File: src/rtl/pong_pkg.sv
// Pong shared definitions: match states and datapath widths.
// Used by the match controller, ball logic and score overlay.
package pong_pkg;

    localparam int BCD_W = 8;
    localparam int CNT_W = 8;

    typedef enum logic [2:0] {
        IDLE  = 3'd0,
        SERVE = 3'd1,
        PLAY  = 3'd2,
        POINT = 3'd3,
        OVER  = 3'd4
    } state_t;

endpackage

File: src/rtl/bcd_counter_2d.sv
// Two-digit packed-BCD counter with sync clear.
// Holds at 99 instead of wrapping.
import pong_pkg::*;

module bcd_counter_2d (
    input  logic             clk,
    input  logic             rst_n,
    input  logic             clr,
    input  logic             inc,
    output logic [BCD_W-1:0] q
);

    logic [3:0] tens;
    logic [3:0] ones;

    assign tens = q[7:4];
    assign ones = q[3:0];

    always_ff @(posedge clk or negedge rst_n) begin
        if (!rst_n) begin
            q <= '0;
        end else if (clr) begin
            q <= '0;
        end else if (inc && q != 8'h99) begin
            if (ones == 4'd9) begin
                q <= {tens + 4'd1, 4'd0};
            end else begin
                q <= {tens, ones + 4'd1};
            end
        end
    end

endmodule

File: src/rtl/score_keeper.sv
// Pong match controller: serve countdown, scoring and game-over.
// Ball control outputs are decoded straight from the state register.
import pong_pkg::*;

module score_keeper #(
    parameter logic [BCD_W-1:0] WIN_SCORE   = 8'h11,
    parameter int               SERVE_TICKS = 60
) (
    input  logic             clk,
    input  logic             rst_n,
    input  logic             FRAME_TICK,
    input  logic             START,
    input  logic             GOAL_ONE,
    input  logic             GOAL_TWO,
    output logic [BCD_W-1:0] PLAYER_ONE,
    output logic [BCD_W-1:0] PLAYER_TWO,
    output logic             SERVE_DIR,
    output logic             BALL_HOLD,
    output logic             BALL_ENABLE,
    output logic             GAME_OVER,
    output logic             WINNER
);

    localparam logic [CNT_W-1:0] CNT_LOAD = CNT_W'(SERVE_TICKS - 1);

    state_t           state;
    state_t           state_nxt;
    logic             start_q;
    logic             start_edge;
    logic [CNT_W-1:0] cnt;
    logic             load;
    logic             clr;
    logic             in_play;
    logic             inc_one;
    logic             inc_two;
    logic             win;

    assign start_edge = START & ~start_q;
    assign in_play    = (state == PLAY);
    assign inc_one    = in_play & GOAL_ONE & ~GOAL_TWO;
    assign inc_two    = in_play & GOAL_TWO & ~GOAL_ONE;

    // SERVE_DIR=1 means player one just scored
    assign win = SERVE_DIR ? (PLAYER_ONE == WIN_SCORE)
                           : (PLAYER_TWO == WIN_SCORE);

    // Reset high so a START held through reset is not an edge
    always_ff @(posedge clk or negedge rst_n) begin
        if (!rst_n) begin
            start_q <= 1'b1;
        end else begin
            start_q <= START;
        end
    end

    always_ff @(posedge clk or negedge rst_n) begin
        if (!rst_n) begin
            state <= IDLE;
        end else begin
            state <= state_nxt;
        end
    end

    always_comb begin
        state_nxt = state;
        load      = 1'b0;
        clr       = 1'b0;
        unique case (state)
            IDLE: begin
                if (start_edge) begin
                    state_nxt = SERVE;
                    load      = 1'b1;
                    clr       = 1'b1;
                end
            end
            SERVE: begin
                if (FRAME_TICK && cnt == '0) begin
                    state_nxt = PLAY;
                end
            end
            PLAY: begin
                if (GOAL_ONE && GOAL_TWO) begin
                    state_nxt = SERVE;
                    load      = 1'b1;
                end else if (GOAL_ONE || GOAL_TWO) begin
                    state_nxt = POINT;
                end
            end
            POINT: begin
                if (win) begin
                    state_nxt = OVER;
                end else begin
                    state_nxt = SERVE;
                    load      = 1'b1;
                end
            end
            OVER: begin
                if (start_edge) begin
                    state_nxt = SERVE;
                    load      = 1'b1;
                    clr       = 1'b1;
                end
            end
            default: state_nxt = IDLE;
        endcase
    end

    always_comb begin
        BALL_HOLD   = 1'b1;
        BALL_ENABLE = 1'b0;
        GAME_OVER   = 1'b0;
        unique case (state)
            PLAY: begin
                BALL_HOLD   = 1'b0;
                BALL_ENABLE = 1'b1;
            end
            OVER:    GAME_OVER = 1'b1;
            default: ;
        endcase
    end

    always_ff @(posedge clk or negedge rst_n) begin
        if (!rst_n) begin
            cnt <= '0;
        end else if (load) begin
            cnt <= CNT_LOAD;
        end else if (state == SERVE && FRAME_TICK && cnt != '0) begin
            cnt <= cnt - 1'b1;
        end
    end

    always_ff @(posedge clk or negedge rst_n) begin
        if (!rst_n) begin
            SERVE_DIR <= 1'b0;
        end else if (state == OVER && start_edge) begin
            SERVE_DIR <= 1'b0;
        end else if (inc_one) begin
            SERVE_DIR <= 1'b1;
        end else if (inc_two) begin
            SERVE_DIR <= 1'b0;
        end
    end

    always_ff @(posedge clk or negedge rst_n) begin
        if (!rst_n) begin
            WINNER <= 1'b0;
        end else if (state == POINT && win) begin
            WINNER <= ~SERVE_DIR;
        end
    end

    bcd_counter_2d u_p1 (
        .clk   (clk),
        .rst_n (rst_n),
        .clr   (clr),
        .inc   (inc_one),
        .q     (PLAYER_ONE)
    );

    bcd_counter_2d u_p2 (
        .clk   (clk),
        .rst_n (rst_n),
        .clr   (clr),
        .inc   (inc_two),
        .q     (PLAYER_TWO)
    );

endmodule

File: config.mk
export PLATFORM = sky130hd
export DESIGN_NAME = score_keeper
export DESIGN_NICKNAME = d
export VERILOG_FILES = /design/src/rtl/pong_pkg.sv /design/src/rtl/bcd_counter_2d.sv /design/src/rtl/score_keeper.sv
export SDC_FILE = /design/constraint.sdc
export NUM_CORES = 1
export LEC_CHECK = 0
export CAP_MARGIN = 20
export CORE_MARGIN = 2
export CORE_UTILIZATION = 30
export DETAILED_ROUTE_END_ITERATION = 10
export HOLD_SLACK_MARGIN = 0.05
export PLACE_DENSITY = 0.51
export SLEW_MARGIN = 10
export SYNTH_ARGS = -nofsm -noshare
export SYNTH_HDL_FRONTEND = slang
export SYNTH_SLANG_ARGS = --single-unit
File: constraint.sdc
create_clock -name clk -period 5.2 [get_ports clk]
set_clock_uncertainty 0.15 [all_clocks]
set_input_delay 0.52 -clock clk [delete_from_list [all_inputs] [get_ports clk]]
set_output_delay 0.52 -clock clk [all_outputs]
set_load 0.01 [all_outputs]
==> impl_metrics.env <==
export IMPL_status="completed"
export IMPL_drtPass1Iterations=4
export IMPL_maxCapViolations=0
export IMPL_crit_path_start_kind="flop"
export IMPL_count_of_flip_flops_with_a_built_in_enable_after_synthesis=0
export IMPL_worstSkewPairLatency_ns=0.28
export IMPL_gp_congestion=0.791
export IMPL_maxSlewHeadroom=0.506
export IMPL_post_route_min_period_ns=2.64
export IMPL_global_route_wire_length_before_repair_um=6890
export IMPL_transition_time_at_the_pin_with_the_least_slew_margin_ns=0.738
export IMPL_tritoncts_num_buffers=5
export IMPL_timing_final_crit_share=0.507
export IMPL_wirelength_um=4050
export IMPL_tritoncts="built"
export IMPL_timing_final_hold_violations=0
export IMPL_top_ports=27
export IMPL_finalSetupViolations=0
export IMPL_syn_inst=181
export IMPL_worstPathCellList="nor2b_1 -> nor2b_1 -> clkdlybuf4s50_1"
export IMPL_tns_ns=0
export IMPL_syn_std_cell_area_sq_mm=0.00181
export IMPL_post_cts_repair_setup_buffers=0
export IMPL_final_cell_mix="29 x dfrtp_1, 26 x clkdlybuf4s50_1, 17 x nor2_1"
export IMPL_instances_no_fill=287
export IMPL_standard_cell_rows=28
export IMPL_grt_ovfl_total=0
export IMPL_slowest_stage="clkdlybuf4s50_1"
export IMPL_crit_arrival_ns=1.97
export IMPL_antenna_violations_before_repair=0
export IMPL_final_antenna_net_count=0
export IMPL_cts_hold_buf=0
export IMPL_power_ir_vdd_worst_mv=0.105
export IMPL_critPathBufInv=1
export IMPL_wl_per_cell_um=14.1
export IMPL_layout_drive_gt1_share=0.0755
export IMPL_synth_seq_cells=30
export IMPL_hold_depth=2
export IMPL_synth_warnings=0
export IMPL_grt_start_max_net_pins=31
export IMPL_die_h_um=81.8
export IMPL_final_common_cell="dfrtp_1"
export IMPL_timing_reg2reg_setup_slack_ns=3.15
export IMPL_critical_path_peak_fanout=9
export IMPL_clk_pin_slew_worst_paths_ns=0.07
export IMPL_yosys_most_used_dff="dfrtp_1"
export IMPL_worstReg2RegStart="u_p2.q[1]$_DFFE_PN0P_"
export IMPL_fp_coreArea_sq_mm=0.00589
export IMPL_static_leakage_power_nw=0.902
export IMPL_hpwl_um=2840
export IMPL_floorplan_die_area_sq_mm=0.00669
export IMPL_worst_hold_startpoint="WINNER$_DFFE_PN0P_"
export IMPL_antennaDiodeCount=0
export IMPL_worst_path_dominant_cell_family="buffers and inverters"
export IMPL_hold_end="WINNER$_DFFE_PN0P_"
export IMPL_place_port_buffers=26
export IMPL_r2r_worst_path_cells=6
export IMPL_finalMaxSlewViolations=0
export IMPL_kind_of_end_point_of_the_critical_path="primary output"
export IMPL_synthArstFlopShare=1.00
export IMPL_final_net_count=227
export IMPL_synth_sequential_area_ratio=0.414
export IMPL_route_detailed_vias_per_inst=5.14
export IMPL_synth_distinct_cells=49
export IMPL_timing_fmax_ghz=0.379
export IMPL_postSynthAreaPerCell_sq_um=10.0
export IMPL_post_route_drc=0
export IMPL_area_growth_synth_to_finish_pct=24.6
export IMPL_critical_path_max_stage_delay_ns=0.58
export IMPL_globalRouteTotalUtil=0.135
export IMPL_1st_iter_drt_viols=72
export IMPL_crit_path_start="state[1]$_DFFE_PN0P_"
export IMPL_clock_tree_htree_level_count=2
export IMPL_tritoncts_num_sinks=30
export IMPL_hp_class="flop to flop"
export IMPL_detailroute_via_count=1476
export IMPL_regToRegEndpoint="u_p2.q[2]$_DFFE_PN0P_"
export IMPL_floorplan_initialDensity=0.308
export IMPL_power_density_cell_area_mw_per_mm2=265
export IMPL_cts_root_buf="clkbuf_8"
export IMPL_cp_required_ns=4.53
export IMPL_die_x_um=81.8
export IMPL_cts_path_max_buffers=2
export IMPL_first_global_vias=1390
export IMPL_syn_num_nets=197
export IMPL_crit_type="flop to primary output"
export IMPL_post_cts_resize_count=0
export IMPL_numPlacedInstances=279
export IMPL_critical_path_most_common_cell="nor2b_1"
export IMPL_unrepaired_setup_endpoints_after_global_routing="false"
## cells in the mapped netlist, drive strengths merged, types with 3 or more instances
cell	count	area (sq um)
nand3b	3	22.5
nand4	4	25.0
inv	10	37.5
or3	4	25.0
nand4b	3	26.3
o2111ai	3	26.3
a21oi	10	50.1
and3	3	18.8
mux2i	5	50.1
xnor2	5	43.8
o21ai	6	30.0
nor2b	4	25.0
nor2	17	63.8
and3b	3	26.3
nand2	8	30.0
xor2	4	35.0
dfrtp	29	726
nor3b	3	22.5
o211ai	4	30.0
clkbuf	3	11.3
nand3	7	35.0
ha	10	125
nor4b	4	50.1
## power by group
| part | switching (W) | internal (W) | leakage (nW) | total, W |
|---|---|---|---|---|
| Clock | 0.0000913 | 0.000107 | 0.0482 | 0.000198 |
| Sequential | 0.0000316 | 0.000261 | 0.389 | 0.000292 |
| Combinational | 0.0000553 | 0.0000523 | 0.465 | 0.000108 |
| Total | 0.000178 | 0.000420 | 0.902 | 0.000598 |
## layout make-up
class	count	area, sq um
Inverter	10	37.5
Sequential cell	30	752
Clock inverter	1	5.00
Multi-Input combinational cell	136	1010
Fill cell	611	3630
Clock buffer	7	86.3
Tap cell	75	93.8
Timing Repair Buffer	28	275
## per-layer routing
layer  share of wire  up-vias  global-route usage
met5               0        -                   0
met4           0.014        0              0.0450
met3           0.038        6              0.0385
met2            0.45       24               0.208
met1            0.50      724               0.182
li1                -      722                   -
## sequential cells by signal, indices dropped and copies added (netlist names)
name       flops
cnt            8
state          3
SERVE_DIR      1
u_p2.q         8
start_q        1
WINNER         1
u_p1.q         8
## worst min-delay path: stages, from the launching register on
cell,delay [ns]
dfrtp_1,0.39
inv_1,0.06
mux2i_1,0.06
## stage by stage
| stage | power [W] | utilization | setup slack [ns] | instance area, sq um | hold WS, ns |
|---|---|---|---|---|---|
| 6_report | 0.000598 | 0.384 | 2.56 | 2260 | 0.401 |
| 5_1_grt | 0.000635 | 0.384 | 2.35 | 2260 | 0.439 |
| 3_5_place_dp | 0.000405 | 0.368 | 2.64 | 2170 | 0.394 |
| 2_1_floorplan | 0.000368 | - | 3.28 | 1810 | 0.0744 |
| 3_3_place_gp | 0.000404 | 0.368 | 2.70 | 2170 | 0.394 |
| 4_1_cts | 0.000606 | 0.384 | 2.53 | 2260 | 0.412 |
## worst max path at each step
stage | endpoint | slack, ns | cells past startpoint
floorplan | u_p2.q[2]$_DFFE_PN0P_ | 3.28 | 6
global placement | u_p2.q[7]$_DFFE_PN0P_ | 2.70 | 5
detailed placement | u_p2.q[7]$_DFFE_PN0P_ | 2.64 | 5
CTS | BALL_ENABLE | 2.53 | 3
global route | BALL_ENABLE | 2.35 | 3
finish | BALL_ENABLE | 2.56 | 3
## cells by family after synthesis
| family | share of synthesized area |
|---|---|
| buffers and inverters | 0.0324 |
| AOI/OAI and AO/OA | 0.121 |
| muxes | 0.0400 |
| adders and majority gates | 0.0690 |
| DFF | 0.414 |
| xor gates and xnor gates | 0.0434 |
| and+or+nand+nor | 0.279 |
No activity file was read; power rests on OpenSTA's default activity.
